$ cat src/rtl/program_flow_unit.sv
// program_flow_unit
//   Program counter sequencer with a circular return-address stack and a
//   single-level interrupt entry/exit mechanism.
//
//   Parameters
//     PC_W      program counter width
//     DEPTH     return-stack entries (power of 2, >= 2)
//     RESET_VEC pc after reset and after popping an empty stack
//     INT_VEC   pc loaded when an interrupt is taken
//
//   Ports
//     clk, rst          clock, synchronous active-high reset
//     cmd_valid, cmd    command strobe and opcode
//                       (0 NEXT, 1 GOTO, 2 CALL, 3 RETURN, 4 BRA, 5 SKIP,
//                        6 RETFIE, 7 reserved = NEXT)
//     target            absolute destination for GOTO/CALL
//     offset            two's-complement displacement for BRA
//     skip_cond         SKIP condition
//     int_req, int_en   level interrupt request and global enable
//     clr_err           clears the sticky stack error flags
//     pc                registered program counter
//     flush             pulse while a non-sequential pc is first visible
//     level             occupied stack entries, 0..DEPTH
//     int_active        interrupt service in progress
//     stack_ovf/unf     sticky push-while-full / pop-while-empty flags
module program_flow_unit #(
  parameter int          PC_W      = 11,
  parameter int          DEPTH     = 8,
  parameter int unsigned RESET_VEC = 0,
  parameter int unsigned INT_VEC   = 4
) (
  input  logic                       clk,
  input  logic                       rst,
  input  logic                       cmd_valid,
  input  logic [2:0]                 cmd,
  input  logic [PC_W-1:0]            target,
  input  logic [PC_W-1:0]            offset,
  input  logic                       skip_cond,
  input  logic                       int_req,
  input  logic                       int_en,
  input  logic                       clr_err,
  output logic [PC_W-1:0]            pc,
  output logic                       flush,
  output logic [$clog2(DEPTH+1)-1:0] level,
  output logic                       int_active,
  output logic                       stack_ovf,
  output logic                       stack_unf
);

  localparam int LVL_W = $clog2(DEPTH + 1);
  localparam int SP_W  = $clog2(DEPTH);
  localparam logic [PC_W-1:0]  RESET_PC = PC_W'(RESET_VEC);
  localparam logic [PC_W-1:0]  INT_PC   = PC_W'(INT_VEC);
  localparam logic [LVL_W-1:0] FULL     = LVL_W'(DEPTH);

  typedef enum logic [2:0] {
    CMD_NEXT   = 3'd0,
    CMD_GOTO   = 3'd1,
    CMD_CALL   = 3'd2,
    CMD_RETURN = 3'd3,
    CMD_BRA    = 3'd4,
    CMD_SKIP   = 3'd5,
    CMD_RETFIE = 3'd6,
    CMD_RSVD   = 3'd7
  } cmd_e;

  logic [PC_W-1:0]  pc_q, pc_d;
  logic             flush_q, flush_d;
  logic [LVL_W-1:0] level_q, level_d;
  logic [SP_W-1:0]  sp_q, sp_d;   // next free slot; wraps so a full push lands on the oldest entry
  logic             int_active_q, int_active_d;
  logic             ovf_q, ovf_d;
  logic             unf_q, unf_d;

  logic [PC_W-1:0]  stack_mem [DEPTH];
  logic [PC_W-1:0]  top_entry;
  logic [PC_W-1:0]  pc_inc;
  logic [PC_W-1:0]  seq_pc;       // next pc of a non-stack command, before any interrupt
  logic             seq_flush;
  logic             take_int;
  logic             push;
  logic             pop;
  logic [PC_W-1:0]  push_data;
  cmd_e             cmd_op;

  assign cmd_op    = cmd_e'(cmd);
  assign pc_inc    = pc_q + PC_W'(1);
  assign top_entry = stack_mem[sp_q - SP_W'(1)];

  always_comb begin
    seq_pc    = pc_inc;
    seq_flush = 1'b0;
    case (cmd_op)
      CMD_GOTO: begin
        seq_pc    = target;
        seq_flush = 1'b1;
      end
      CMD_BRA: begin
        seq_pc    = pc_inc + offset;
        seq_flush = 1'b1;
      end
      CMD_SKIP: begin
        seq_pc    = skip_cond ? (pc_q + PC_W'(2)) : pc_inc;
        seq_flush = skip_cond;
      end
      default: begin
        seq_pc    = pc_inc;
        seq_flush = 1'b0;
      end
    endcase
  end

  // Stack-touching commands defer a pending interrupt to the next command.
  assign take_int = cmd_valid && int_req && int_en && !int_active_q &&
                    (cmd_op != CMD_CALL) && (cmd_op != CMD_RETURN) &&
                    (cmd_op != CMD_RETFIE);

  always_comb begin
    pc_d         = pc_q;
    flush_d      = 1'b0;
    level_d      = level_q;
    sp_d         = sp_q;
    int_active_d = int_active_q;
    // A set event later in this block overrides the clear.
    ovf_d        = ovf_q && !clr_err;
    unf_d        = unf_q && !clr_err;
    push         = 1'b0;
    pop          = 1'b0;
    push_data    = pc_inc;

    if (cmd_valid) begin
      case (cmd_op)
        CMD_CALL: begin
          push      = 1'b1;
          push_data = pc_inc;
          pc_d      = target;
          flush_d   = 1'b1;
        end
        CMD_RETURN: pop = 1'b1;
        CMD_RETFIE: begin
          pop          = 1'b1;
          int_active_d = 1'b0;
        end
        default: begin
          if (take_int) begin
            push         = 1'b1;
            push_data    = seq_pc;
            pc_d         = INT_PC;
            int_active_d = 1'b1;
            flush_d      = 1'b1;
          end else begin
            pc_d    = seq_pc;
            flush_d = seq_flush;
          end
        end
      endcase
    end

    if (push) begin
      sp_d = sp_q + SP_W'(1);
      if (level_q == FULL) begin
        ovf_d = 1'b1;
      end else begin
        level_d = level_q + LVL_W'(1);
      end
    end

    if (pop) begin
      flush_d = 1'b1;
      if (level_q == '0) begin
        pc_d  = RESET_PC;
        unf_d = 1'b1;
      end else begin
        pc_d    = top_entry;
        sp_d    = sp_q - SP_W'(1);
        level_d = level_q - LVL_W'(1);
      end
    end
  end

  always_ff @(posedge clk) begin
    if (rst) begin
      pc_q         <= RESET_PC;
      flush_q      <= 1'b0;
      level_q      <= '0;
      sp_q         <= '0;
      int_active_q <= 1'b0;
      ovf_q        <= 1'b0;
      unf_q        <= 1'b0;
    end else begin
      pc_q         <= pc_d;
      flush_q      <= flush_d;
      level_q      <= level_d;
      sp_q         <= sp_d;
      int_active_q <= int_active_d;
      ovf_q        <= ovf_d;
      unf_q        <= unf_d;
    end
  end

  // Stack storage carries no reset; only the pointer and level are cleared.
  always_ff @(posedge clk) begin
    if (!rst && push) begin
      stack_mem[sp_q] <= push_data;
    end
  end

  assign pc         = pc_q;
  assign flush      = flush_q;
  assign level      = level_q;
  assign int_active = int_active_q;
  assign stack_ovf  = ovf_q;
  assign stack_unf  = unf_q;

endmodule
$ cat config.mk
export PLATFORM = sky130hd
export DESIGN_NAME = program_flow_unit
export DESIGN_NICKNAME = d
export VERILOG_FILES = /design/src/rtl/program_flow_unit.sv
export SDC_FILE = /design/constraint.sdc
export NUM_CORES = 1
export LEC_CHECK = 0
export BUFFER_PORTS_ARGS = -buffer_cell sky130_fd_sc_hd__buf_4
export CORE_MARGIN = 5
export CORE_UTILIZATION = 40
export DETAILED_ROUTE_END_ITERATION = 12
export PLACE_DENSITY = 0.59
export SLEW_MARGIN = 25
export SYNTH_ARGS = -nofsm -noshare
export SYNTH_HDL_FRONTEND = slang
export SYNTH_SLANG_ARGS = --single-unit
$ cat constraint.sdc
create_clock -name clk -period 9 [get_ports clk]
set_clock_uncertainty 0.05 [all_clocks]
set_input_delay 0 -clock clk [delete_from_list [all_inputs] [get_ports clk]]
set_output_delay 0 -clock clk [all_outputs]
set_load 0.1 [all_outputs]
==> results of run 1 <==
==> final timing paths <==
kind                                  from          endpoint  slack [ns]  depth (start not counted)
worst min register to register  int_active        int_active        0.49                          2
worst max register to register       pc[0]  stack_mem[7][10]        5.31                         12
worst min-delay path             target[0]             pc[0]        0.07                          4
worst max-delay path                 pc[0]  stack_mem[7][10]        5.31                         12
==> report_power, final <==
part	internal, µW	switching (µW)	total [µW]
combinational	84.2	152	236
clock	191	180	371
sequential	563	13.2	576
total	838	345	1180
==> registers in the layout, indices dropped and copies added (netlist names) <==
register	cells
pc	11
int_active	1
level	4
sp_q	3
flush	1
stack_ovf	1
stack_mem	88
stack_unf	1
==> worst register-to-register path, stage by stage (launching register included) <==
cell,delay [ns]
dfxtp_1,0.54
ha_1,0.27
nand3_1,0.19
nor2_1,0.19
xnor2_1,0.18
inv_1,0.10
ha_1,0.39
a211oi_1,0.24
a21oi_1,0.11
or3_1,0.37
nand4_1,0.10
o211ai_1,0.16
a22oi_1,0.51
==> final cells by class <==
class | count | area, µm²
fill | 1302 | 7670
sequential | 110 | 3080
multi-input combinational | 349 | 2690
timing repair buffer | 65 | 503
tap | 184 | 230
clock buffer | 9 | 225
inverter | 20 | 75.1
clock inverter | 7 | 55.1
==> metal layers <==
layer | part of all wire (%) | global-route usage [%] | routed length (µm) | vias up
met2 | 48 | 29.3 | 7610 | 153
met4 | 2.6 | 6.91 | 405 | 0
met1 | 45 | 24.8 | 7020 | 2141
met3 | 4.6 | 3.05 | 721 | 25
li1 | - | - | - | 2056
met5 | 0 | 0 | 0 | -
==> logic make-up (layout without fill, tap and decap cells) <==
logic type,count (synthesis),after routing,share of synthesized area [%]
simple gates,156,156,13.3
compound gates,113,113,12.9
flops,110,110,51.9
buf+inv,46,101,3.37
mux,37,37,11.0
xor+xnor,26,26,3.83
fa+ha+maj,17,17,3.71
==> cells in the final DEF (no fill, tap or decap), types with 3 or more instances in the layout <==
cell / n
nand3_1: 14
o2bb2ai_1: 3
nor4_1: 5
a21o_1: 3
mux2_2: 6
o221ai_1: 5
xor2_1: 9
clkinvlp_4: 3
nor2_1: 51
nor3_1: 18
nand4_1: 7
a22oi_1: 6
o21ai_0: 13
o21a_1: 4
inv_1: 19
mux4_2: 22
mux2i_1: 9
or3_1: 5
o22ai_1: 4
ha_1: 16
a21oi_1: 35
nand2_1: 24
o31ai_1: 3
a211oi_1: 6
a31oi_1: 4
a221oi_1: 3
dfxtp_1: 22
a221o_1: 4
dlygate4sd3_1: 6
buf_4: 59
nor2b_1: 6
nand2b_1: 3
edfxtp_1: 88
clkbuf_16: 9
xnor2_1: 17
nor3b_1: 5
==> per-stage QoR <==
stage	hold slack [ns]	setup WS, ns
final	0.0715	5.31
after floorplan	0.163	5.18
after detailed placement	0.280	5.40
after CTS	0.0583	5.39
after global routing	0.0828	5.11
after global placement	0.276	5.53
==> flow_summary.ini, run 1 <==
[critical_path]
slowest_stage = dfxtp_1
crit_fanout = 10
start_kind = flip-flop
path_class = flip-flop to flip-flop
crit_arrival_ns = 3.71
slowest_delay_ns = 0.54
cpLargestDelayFamily = compound AO/OA/AOI/OAI gates
cp_common_cell = ha_1
end_kind = flip-flop
path_cells = ha_1 -> nand3_1 -> nor2_1 -> xnor2_1 -> inv_1 -> ha_1 -> a211oi_1 -> a21oi_1 -> or3_1 -> nand4_1 -> o211ai_1 -> a22oi_1
crit_buf_inv = 1
critPathRequiredTime_ns = 9.02

[place]
place_area_um2 = 6520
dp.cells = 722
io_buffers = 50
dpl.hpwl_mm = 11.4
globalplace.congestion = 0.923

[cells_and_area]
drive_gt1_share_pct = 19.5
area_delta_synth_final_pct = 15.5
diodes = 0
fin_util_pct = 47.2
final_cells = 744
final_design_area_no_fill_um2 = 6860
layout.nets = 604

[grt]
grt_max_degree = 29
gr-total-overflow = 0
grt_pass1_vias = 4291
grt_pass1_wl_mm = 24.8
grt_antenna_before_repair = 0
grt_usage_pct = 18.2

[logic_synthesis]
ys_warn_count = 0
ys.flop_type = edfxtp_1
yosys.cell_types.count = 63
synthCells = 505
synthArstFlopShare_pct = 0
yosysTopAreaCell = edfxtp_1
synth-edff-count = 88
synthTopCellsByCount = edfxtp_1 (88), nor2_1 (51), a21oi_1 (35)
syn_area_per_cell_um2 = 11.8
syn_nets = 554
synth_area_leaders = edfxtp_1 (44%), mux4_2 (8.3%), dfxtp_1 (7.4%)
synth_top_area_share_pct = 44.5
yosysMostFrequentCell = edfxtp_1
synth_seq_area_share_pct = 51.9
syn_area_um2 = 5940
postSynthRegisterBits = 110

[pwr]
pwr_density_cell_nw_per_um2 = 172
p_total_uw = 1180
p_leak_uw = 0.00242
ir_worst_vdd_uv = 85.2

[job]
cap_viol_max_count = 0

[floorplanning]
die_area_um2 = 17400
fp.dieH_um = 132
ios = 51
core.rowCount = 44
initial_core_util_pct = 40.9
core_um2 = 14500
die_w_um = 132

[clocking]
ctsResizeCount = 0
cts-htree-levels = 3
clkSinkCount = 110
hold_buffers = 6
clk_pin_slew_worst_paths_ns = 0.07
cts_setup_buffers = 0
cts_made_buffers = 9
cts_tree = built
cts-root-buf = clkbuf_16
clockBufferDepth = 2
clkLatencyLatePin_ns = 0.35

[timing]
slew_headroom_pct = 32.6
period_share_pct = 41.0
worst_pin_slew_ns = 1.00
rsz0062_at_grt = no
max_freq_mhz = 271
finalHoldViolCount = 0
slew_viol_final = 0
setup_tns_ns = 0
min_period_ns = 3.69
setup_violations = 0

[outcome]
status = complete, no violations

[detailed_routing]
via_per_inst = 5.88
first_pass_iters = 5
wl_mm = 15.8
num_vias = 4375
wire_per_inst_um = 21.2
antenna_left = 0
drt_iter0_drc = 408
drc = 0

[hold_path]
hold_path.class = primary input to flip-flop
(Power assumes the default switching activity.)
==> inputs of run 2 (changes only) <==
- clock period: 9 -> 3.4 ns (I/O delays scaled with it)
==> run 2 against run 1 <==
Final area increased by 2.6%. Non-clock buffer count increased by 19. First-iteration DRC count increased by 1.2%. Critical path depth unchanged. Register-to-register slack got worse by 5.2 ns. Via count increased by 2.5%.
==> flow_summary.ini, run 2 (same netlist as run 1, synthesis figures left out) <==
[critical_path]
r2r_cells = 12
crit_buf_inv = 1
cp.depth = 12
path_cells = ha_1 -> nand3_2 -> xor2_1 -> inv_1 -> ha_1 -> a21o_1 -> a21oi_1 -> a21oi_1 -> or3_1 -> and2_1 -> o211ai_1 -> a22oi_2
end_kind = flip-flop
crit_end = stack_mem[3][10]
critPathRequiredTime_ns = 3.41
r2r_start = pc[1]
slowest_stage = dfxtp_4
crit_arrival_ns = 3.27
start_kind = flip-flop
worstReg2RegEnd = stack_mem[3][10]
startpoint = pc[1]
path_class = flip-flop to flip-flop
crit_fanout = 8
r2r_slack_ns = 0.15
cpLargestDelayFamily = compound AO/OA/AOI/OAI gates
slowest_delay_ns = 0.39

[timing]
slew_viol_final = 0
period_share_pct = 95.7
finalHoldViolCount = 0
worst_pin_slew_ns = 0.907
min_period_ns = 3.25
max_freq_mhz = 307
layout_setup_ws_ns = 0.146
rsz0062_at_grt = no
slew_headroom_pct = 38.9
hold_ws_ns = 0.0725
setup_violations = 0
setup_tns_ns = 0

[clocking]
cts_made_buffers = 9
cts_tree = built
clk_pin_slew_worst_paths_ns = 0.07
clockBufferDepth = 2
clkSinkCount = 110
clkLatencyLatePin_ns = 0.35
cts-root-buf = clkbuf_16
cts-htree-levels = 3

[outcome]
status = complete, no violations

[cells_and_area]
top_register = stack_mem
drive_gt1_share_pct = 24.7
layout.nets = 623
final_common_cell = edfxtp_1
diodes = 0
fill_cells = 1313
layout_common_cells = edfxtp_1 (88), buf_4 (78), nor2_1 (51), a21oi_1 (35), nand2_1 (24)
final_design_area_no_fill_um2 = 7040
largest_reg_flops = 88
area_delta_synth_final_pct = 18.4

[floorplanning]
die_area_um2 = 17400
initial_core_util_pct = 40.9
fp.dieH_um = 132
core_um2 = 14500
ios = 51
die_w_um = 132
core.rowCount = 44

[place]
io_buffers = 50
dpl.hpwl_mm = 11.8
dpl_worst_slack_ns = 0.0412
globalplace.congestion = 0.941
place_area_um2 = 6650

[pwr]
p_leak_uw = 0.00253
pwr-share-seq_pct = 47.9
p_sw_uw = 933
pwr-share-comb_pct = 20.7
p_total_uw = 3170
p_sw_share_pct = 29.4
p_clk_share_pct = 31.4
intPower_uw = 2240
pwr_density_cell_nw_per_um2 = 451
ir_worst_vdd_uv = 276

[hold_path]
hold_depth = 4
hold_path.class = primary input to flip-flop

[detailed_routing]
via_per_inst = 5.88
num_vias = 4484
wire_per_inst_um = 20.9
first_pass_iters = 5
drc = 0
wl_mm = 16.0
antenna_left = 0
drt_iter0_drc = 413

[grt]
gr-total-overflow = 0
grt_pass1_vias = 4435
grt_max_degree = 28
grt_antenna_before_repair = 0
grt_usage_pct = 18.3
grt_pass1_wl_mm = 25.2

[job]
cap_viol_max_count = 0
-- run 2: metal layers --
metal	vias up	GRT usage (%)	wire, µm
met2	156	30.5	7890
met5	-	0	0
met4	0	6.11	346
met3	30	2.98	713
met1	2211	24.3	7030
li1	2087	-	-
-- run 2: stage by stage --
stage,utilization [%],instances
after floorplan,-,505
after global placement,45.8,740
after detailed placement,45.8,740
after CTS,48.1,762
after global routing,48.4,763
final,48.4,763
-- run 2: worst min path at each step --
stage,start,endpoint,slack [ns]
2_1_floorplan,clr_err,stack_ovf,0.16
3_3_place_gp,clr_err,stack_unf,0.27
3_5_place_dp,clr_err,stack_unf,0.30
4_1_cts,target[3],pc[3],0.06
5_1_grt,target[3],pc[3],0.08
6_report,target[3],pc[3],0.07
-- run 2: final cells by class --
type	count	area, µm²	share of cell area, %
Inverter	20	75.1	1.07
Tap cell	184	230	3.27
Clock inverter	7	56.3	0.800
Sequential cell	110	3100	44.1
Multi-Input combinational cell	349	2710	38.4
Timing Repair Buffer	84	646	9.17
Clock buffer	9	225	3.20
-- run 2: worst register-to-register path, stage by stage, from the launching register on --
cell and delay [ns]:
dfxtp_4 0.39, ha_1 0.23, nand3_2 0.15, xor2_1 0.25, inv_1 0.10, ha_1 0.37
a21o_1 0.18, a21oi_1 0.18, a21oi_1 0.10, or3_1 0.34, and2_1 0.15, o211ai_1 0.30
a22oi_2 0.18
-- run 2: power groups by stage --
stage          clock, µW  combinational [µW]  sequential [µW]
2_1_floorplan          0                 357             1640
5_1_grt             1080                 705             1520
4_1_cts             1020                 648             1520
3_3_place_gp           0                 637             1550
3_5_place_dp           0                 640             1550
6_report             996                 657             1520
-- run 2: what timing repair did --
item	4_1_cts	5_1_grt
buffers inserted	0	1
endpoints found under the hold margin	16	0
hold buffers	6	0
gates resized for setup	0	7
endpoints found under the setup margin	0	24
